--- config.mk ---
export PLATFORM = sky130hd
export DESIGN_NAME = mem_access_ctrl
export DESIGN_NICKNAME = d
export VERILOG_FILES = /design/src/rtl/mem_access_ctrl_pkg.sv /design/src/rtl/mem_access_ctrl_store_align.sv /design/src/rtl/mem_access_ctrl.sv
export SDC_FILE = /design/constraint.sdc
export NUM_CORES = 1
export LEC_CHECK = 0
export ABC_AREA = 1
export BUFFER_PORTS_ARGS = -buffer_cell sky130_fd_sc_hd__buf_2
export CORE_UTILIZATION = 36
export DETAILED_ROUTE_END_ITERATION = 10
export HOLD_SLACK_MARGIN = 0.03
export PLACE_DENSITY = 0.75
export SLEW_MARGIN = 20
export SYNTH_ARGS = -nofsm -noshare
export SYNTH_HDL_FRONTEND = slang
export SYNTH_SLANG_ARGS = --single-unit
--- constraint.sdc ---
create_clock -name clk -period 2.1 [get_ports clk]
set_clock_uncertainty 0.2 [all_clocks]
set_input_delay 0.42 -clock clk [delete_from_list [all_inputs] [get_ports clk]]
set_output_delay 0.42 -clock clk [all_outputs]
set_load 0.02 [all_outputs]
--- src/rtl/mem_access_ctrl_pkg.sv ---
// Shared encodings and bus widths for the MEM-stage load/store controller.
// Load/store type codes, FSM state encoding, and an alignment helper.
// Pure definitions; no logic of its own.
package mem_access_ctrl_pkg;

  localparam int LOAD_TYPE_BUS = 3;
  localparam int ADDR_LOW_BUS  = 3;
  localparam int DATA_BUS      = 64;
  localparam int STRB_BUS      = 8;

  localparam logic [2:0] LD_NONE = 3'b000;
  localparam logic [2:0] LD_LB   = 3'b001;
  localparam logic [2:0] LD_LH   = 3'b010;
  localparam logic [2:0] LD_LW   = 3'b011;
  localparam logic [2:0] LD_LD   = 3'b100;
  localparam logic [2:0] LD_LBU  = 3'b101;
  localparam logic [2:0] LD_LHU  = 3'b110;
  localparam logic [2:0] LD_LWU  = 3'b111;

  localparam logic [2:0] ST_NONE = 3'b000;
  localparam logic [2:0] ST_SB   = 3'b001;
  localparam logic [2:0] ST_SH   = 3'b010;
  localparam logic [2:0] ST_SW   = 3'b011;
  localparam logic [2:0] ST_SD   = 3'b100;

  typedef enum logic [1:0] {
    S_IDLE      = 2'd0,
    S_REQ       = 2'd1,
    S_WAIT_RESP = 2'd2,
    S_DONE      = 2'd3
  } state_e;

  // Natural alignment check; the store type takes precedence over the load type.
  function automatic logic is_misaligned(input logic [2:0] ld, input logic [2:0] st,
                                         input logic [2:0] a);
    logic [1:0] sz;
    sz = 2'd0;
    if (st != ST_NONE) begin
      case (st)
        ST_SH:   sz = 2'd1;
        ST_SW:   sz = 2'd2;
        ST_SD:   sz = 2'd3;
        default: sz = 2'd0;
      endcase
    end else begin
      case (ld)
        LD_LH, LD_LHU: sz = 2'd1;
        LD_LW, LD_LWU: sz = 2'd2;
        LD_LD:         sz = 2'd3;
        default:       sz = 2'd0;
      endcase
    end
    case (sz)
      2'd1:    is_misaligned = a[0] != 1'b0;
      2'd2:    is_misaligned = a[1:0] != 2'b00;
      2'd3:    is_misaligned = a != 3'b000;
      default: is_misaligned = 1'b0;
    endcase
  endfunction

endpackage

--- src/rtl/mem_access_ctrl_store_align.sv ---
// Store lane alignment: shifts LSB-aligned data to its byte lane and builds strobes.
// Purely combinational, zero latency.
// No flow control; lane bits shifted past bit 7 are dropped.
module mem_access_ctrl_store_align
  import mem_access_ctrl_pkg::*;
(
  input  logic [2:0]          store_type_i,
  input  logic [2:0]          addr_low_i,
  input  logic [DATA_BUS-1:0] wdata_i,
  output logic [DATA_BUS-1:0] wdata_o,
  output logic [STRB_BUS-1:0] wstrb_o
);

  // Lane shift of write data and per-size strobe pattern (zero for non-stores).
  always_comb begin
    wdata_o = wdata_i << {addr_low_i, 3'b000};
    case (store_type_i)
      ST_SB:   wstrb_o = 8'h01 << addr_low_i;
      ST_SH:   wstrb_o = 8'h03 << addr_low_i;
      ST_SW:   wstrb_o = 8'h0F << addr_low_i;
      ST_SD:   wstrb_o = 8'hFF;
      default: wstrb_o = 8'h00;
    endcase
  end

endmodule

--- src/rtl/mem_access_ctrl.sv ---
// MEM-stage load/store controller: one access in flight, valid/ready request then response.
// Load with ready=1 and next-cycle response: done_o 3 cycles after acceptance; timeout aborts.
// Stalls the pipeline from acceptance until DONE. Optional macro: MEM_MISALIGN_CHECK_EN.
module mem_access_ctrl
  import mem_access_ctrl_pkg::*;
#(
  parameter int TIMEOUT_CYCLES = 255
) (
  input  logic                     clk,
  input  logic                     rst,
  input  logic                     mem_valid_i,
  input  logic [LOAD_TYPE_BUS-1:0] load_type_i,
  input  logic [2:0]               store_type_i,
  input  logic [DATA_BUS-1:0]      addr_i,
  input  logic [DATA_BUS-1:0]      wdata_i,
  output logic                     stall_o,
  output logic                     req_valid_o,
  input  logic                     req_ready_i,
  output logic [DATA_BUS-1:0]      req_addr_o,
  output logic                     req_wen_o,
  output logic [DATA_BUS-1:0]      req_wdata_o,
  output logic [STRB_BUS-1:0]      req_wstrb_o,
  input  logic                     resp_valid_i,
  input  logic [DATA_BUS-1:0]      resp_rdata_i,
  output logic [ADDR_LOW_BUS-1:0]  ld_addr_low_o,
  output logic [LOAD_TYPE_BUS-1:0] ld_type_o,
  output logic [DATA_BUS-1:0]      ld_rdata_o,
  output logic                     done_o,
  output logic                     bus_err_o,
  output logic                     misalign_o
);

  localparam int CNT_W = $clog2(TIMEOUT_CYCLES + 1);

  state_e state_q, state_d;
  logic [CNT_W-1:0]         cnt_q;
  logic [DATA_BUS-1:0]      addr_q, wdata_q, ld_rdata_q;
  logic [ADDR_LOW_BUS-1:0]  addr_low_q, ld_addr_low_q;
  logic [LOAD_TYPE_BUS-1:0] ld_type_q, ld_type_out_q;
  logic [STRB_BUS-1:0]      wstrb_q;
  logic                     wen_q, err_q;
  logic                     access, is_store, timeout, mis_now;
  logic [DATA_BUS-1:0]      al_wdata;
  logic [STRB_BUS-1:0]      al_wstrb;

  assign is_store = store_type_i != ST_NONE;
  assign access   = mem_valid_i & ((load_type_i != LD_NONE) | is_store);
  assign timeout  = cnt_q == CNT_W'(TIMEOUT_CYCLES - 1);

`ifdef MEM_MISALIGN_CHECK_EN
  logic mis_q;
  assign mis_now    = is_misaligned(load_type_i, store_type_i, addr_i[2:0]);
  assign misalign_o = done_o & mis_q;
`else
  assign mis_now    = 1'b0;
  assign misalign_o = 1'b0;
`endif

  mem_access_ctrl_store_align u_align (
    .store_type_i (store_type_i),
    .addr_low_i   (addr_i[2:0]),
    .wdata_i      (wdata_i),
    .wdata_o      (al_wdata),
    .wstrb_o      (al_wstrb)
  );

  // State register.
  always_ff @(posedge clk) begin
    if (rst) state_q <= S_IDLE;
    else     state_q <= state_d;
  end

  // Next-state and handshake/stall outputs.
  always_comb begin
    state_d     = state_q;
    stall_o     = 1'b0;
    req_valid_o = 1'b0;
    done_o      = 1'b0;
    case (state_q)
      S_IDLE: begin
        stall_o = access;
        if (access) state_d = mis_now ? S_DONE : S_REQ;
      end
      S_REQ: begin
        stall_o     = 1'b1;
        req_valid_o = 1'b1;
        if (req_ready_i) state_d = S_WAIT_RESP;
      end
      S_WAIT_RESP: begin
        stall_o = 1'b1;
        if (resp_valid_i || timeout) state_d = S_DONE;
      end
      S_DONE: begin
        done_o  = 1'b1;
        state_d = S_IDLE;
      end
      default: state_d = S_IDLE;
    endcase
  end

  // Request latches, timeout counter and the downstream load-result hold registers.
  always_ff @(posedge clk) begin
    if (rst) begin
      cnt_q         <= '0;
      addr_q        <= '0;
      addr_low_q    <= '0;
      ld_type_q     <= '0;
      wen_q         <= 1'b0;
      wdata_q       <= '0;
      wstrb_q       <= '0;
      err_q         <= 1'b0;
      ld_addr_low_q <= '0;
      ld_type_out_q <= '0;
      ld_rdata_q    <= '0;
`ifdef MEM_MISALIGN_CHECK_EN
      mis_q         <= 1'b0;
`endif
    end else begin
      case (state_q)
        S_IDLE: begin
          if (access) begin
            addr_q     <= {addr_i[DATA_BUS-1:3], 3'b000};
            addr_low_q <= addr_i[2:0];
            ld_type_q  <= is_store ? LD_NONE : load_type_i;
            wen_q      <= is_store;
            wdata_q    <= al_wdata;
            wstrb_q    <= al_wstrb;
            err_q      <= 1'b0;
            cnt_q      <= '0;
`ifdef MEM_MISALIGN_CHECK_EN
            mis_q      <= mis_now;
`endif
          end
        end
        S_WAIT_RESP: begin
          // A response arriving on the timeout cycle still counts as success.
          if (resp_valid_i) begin
            if (!wen_q) begin
              ld_rdata_q    <= resp_rdata_i;
              ld_addr_low_q <= addr_low_q;
              ld_type_out_q <= ld_type_q;
            end
          end else if (timeout) begin
            err_q <= 1'b1;
          end else begin
            cnt_q <= cnt_q + 1'b1;
          end
        end
        default: ;
      endcase
    end
  end

  assign req_addr_o    = addr_q;
  assign req_wen_o     = wen_q;
  assign req_wdata_o   = wdata_q;
  assign req_wstrb_o   = wstrb_q;
  assign ld_addr_low_o = ld_addr_low_q;
  assign ld_type_o     = ld_type_out_q;
  assign ld_rdata_o    = ld_rdata_q;
  assign bus_err_o     = done_o & err_q;

endmodule
==> results by group <==
Route
  – DRC: 0
  – Vias/cell: 5.11
  – DR WL/cell: 16.6 um
  – DR vias: 11.7k
  – Drt pass-1 iters: 5
  – Total Wirelength: 38.0 mm
  – Routed Antenna Nets: 0
  – 1st-iter DRT viols: 1112

Synth
  – Mapped Cells: 1409
  – Synthesized area: 9800 um^2
  – Synth Register Bits: 221
  – Sequential area share after synthesis: 45.2%
  – Syn. warnings: 0
  – Syn Area/Cell: 6.95 um^2
  – Synth cell types: 35

Worst hold path
  – Hold WC Path Type: in -> reg
  – WHS Path Cells: 3

STA
  – Worst-Margin Slew: 0.597 ns
  – Worst setup margin: 0.00887 ns
  – Final Cycle Share: 99.6%
  – Final setup viols: 0
  – Max-slew headroom: 59.8%
  – Slew Limit Fails: 0
  – Final hold viol count: 0
  – Hold_ws: 0.0534 ns
  – RSZ-0062 raised after global routing: true
  – Final TNS setup: 0 ns
  – Crit path time final: 2.09 ns
  – Peak Freq: 0.478 GHz

Global route
  – Vias in the first global route: 10.8k
  – Gr ovfl total: 0
  – Initial antenna violation count: 1
  – First-pass GRT wire length: 58.2 mm
  – GRT Total Usage: 25.7%
  – Met2 GRT Util: 41.9%
  – M3 GR Usage: 4.87%
  – GR Util met1: 32.8%
  – Top Usage Layer GRT: met2
  – Largest net degree at the start of global routing: 103

Setup path
  – CP required: 1.48 ns
  – Slowest cell on crit path: dfxtp_2
  – Max Fanout on Critical Path: 2
  – Crit path kind: reg -> out
  – Most used cell, CP: inv_2
  – CP arrival: 1.47 ns
  – Critical path cell sequence: inv_2, ha_4, inv_2, a21oi_2, buf_6
  – Worst reg-to-reg path cell count: 9
  – CP endpoint kind: output pin
  – Delay of the slowest critical-path stage: 0.34 ns
  – Critical path startpoint category: flip-flop

Die
  – # rows: 60
  – Core Box Area: 26800 um^2
  – Die X: 167 um
  – Die span in y: 167 um
  – Io pins: 415
  – Starting Density: 36.6%
  – Die ar.: 27900 um^2

Cells and area
  – Layout cells sized above 1: 28.7%
  – Non-filler cells, final: 2288
  – Layout Nets: 2137
  – Core Util, Final: 54.7%
  – Finished Cell Area: 14600 um^2
  – Synth-to-Final Area Change: 49.5%

Pwr
  – Clock share of power: 29.4%
  – Max IR drop VDD: 0.616 mV
  – P_int: 9.98 mW
  – Net Sw Power: 5.99 mW
  – LEAKAGE: 7.12 nW
  – Sequential power share: 34.9%
  – PD cells: 1090 nW/um^2
  – Sw frac: 37.5%
  – Comb power frac: 35.7%
  – Pwr Total: 16.0 mW

Job
  – Max-cap viol count: 0

Placement
  – Placed cell count: 2107
  – Dpl ws: 0.00378 ns
  – Final Wtd Congestion: 0.978
  – HPWL after detailed placement: 24.8 mm
  – Buffers on Ports: 410
  – Placed cell area: 12400 um^2

Clock network
  – CTS root buf: clkbuf_16
  – Htree depth: 1
  – CTS max path bufs: 3
  – CTS sink cnt: 221
  – CTS tree: built
  – Worst-Skew Late Latency: 0.52 ns
  – CTS clk-pin slew, worst paths: 0.06 ns
  – Num CTS Buffers: 25

Status
  – Status: finished, final reports clean
-- timing repair --
item | in CTS | in global routing
hold buffers | 131 | 0
hold endpoints to repair | 131 | 0
setup endpoints to repair | 1 | 16
resized for setup | 11 | 6
buffers inserted | 4 | 0
pin swaps | 2 | 0
-- metal layers --
metal / wire, um / part of all wire, %
met1: 15900 / 42
met2: 17300 / 45
met3: 3240 / 8.5
met4: 1560 / 4.1
met5: 0 / 0
-- synth_stat cells --
cell	count	area, um^2
clkinv_1	3	11.3
clkbuf_1	56	210
nor2_4	2	22.5
xnor2_1	1	8.76
buf_4	17	128
a21oi_2	9	78.8
dfxtp_1	221	4420
inv_1	48	180
buf_8	1	15.0
inv_2	3	11.3
nand3b_1	1	7.51
nor2_1	332	1250
a31oi_1	1	6.26
nand2_2	4	25.0
nand3_1	49	245
nor3_1	7	35.0
o21bai_1	2	15.0
o211ai_1	8	60.1
nand2_4	2	22.5
buf_2	27	135
ha_1	6	75.1
conb_1	1	3.75
o21ai_0	245	1230
buf_6	1	11.3
nand2_1	231	867
nor2_2	4	25.0
or2_2	14	87.6
nand3_2	1	10.0
o21ai_1	28	140
mux2i_1	5	50.1
a21oi_1	57	285
buf_1	4	15.0
nor2b_1	1	6.26
nand4_1	15	93.8
o22ai_1	2	12.5
-- flip-flops by register name, summed over array words and instances (netlist names) --
signal / flops
req_wen_o: 1
addr_low_q: 3
err_q: 1
req_wstrb_o: 8
ld_type_q: 3
req_wdata_o: 64
cnt_q: 8
ld_rdata_o: 64
ld_addr_low_o: 3
ld_type_o: 3
req_addr_o: 61
state_q: 2
-- final timing paths --
path	start	to	slack [ns]
setup reg to reg	state_q[0]$_SDFFE_PP0P_	ld_rdata_o[27]$_SDFFE_PP0P_	0.12
setup / recovery	state_q[0]$_SDFFE_PP0P_	stall_o	0.009
hold reg to reg	err_q$_SDFFE_PP0P_	err_q$_SDFFE_PP0P_	0.26
hold / removal	wdata_i[1]	req_wdata_o[1]$_SDFFE_PP0P_	0.05
-- critical path, delay by kind of cell (launching register included) --
family                   cells  cell delay, ns
AO/OA/AOI/OAI                1            0.12
flip-flops                   1            0.34
buffers and inverters        3            0.22
adder cells (fa/ha/maj)      1            0.27
-- cell usage in the layout, fill, tap and decap left out, types with 11 or more instances in the layout --
cell | Yosys | routed
buf_2 | 27 | 408
nor2_1 | 332 | 331
o21ai_0 | 245 | 245
nand2_1 | 231 | 231
dfxtp_1 | 221 | 219
dlygate4sd3_1 | 0 | 131
a21oi_1 | 57 | 55
nand3_1 | 49 | 49
inv_1 | 48 | 45
buf_4 | 17 | 37
o21ai_1 | 28 | 28
clkbuf_16 | 0 | 25
buf_12 | 0 | 18
nand4_1 | 15 | 15
or2_2 | 14 | 14
a21oi_2 | 9 | 11
-- final cells by class --
class                   count  area (um^2)
flip-flops and latches    221         4430
clock buffers              29          661
repair buffers            595         4000
inverters                  54          205
well taps                 341          427
multi-input cells        1031         4700
diodes                      1         2.50
fillers                  2350        12200
clock inverters            16          220
-- cell families after synthesis --
logic type	count (synthesis)	share of synthesized area, %
and+or+nand+nor	663	27.5
AOI/OAI and AO/OA	352	18.6
DFF	221	45.2
xor gates and xnor gates	1	0.0894
adders and majority gates	6	0.766
buffers and inverters	160	7.32
muxes	5	0.511
other	1	0.0383
-- power groups by stage --
stage          sequential [mW]  clock (mW)  combinational, mW
2_1_floorplan             6.58           0               2.24
3_3_place_gp              5.59           0               5.19
3_5_place_dp              5.61           0               5.26
4_1_cts                   5.53        4.77               5.61
5_1_grt                   5.66        4.94               6.15
6_report                  5.58        4.69               5.70
No activity file was read; power rests on OpenSTA's default activity.
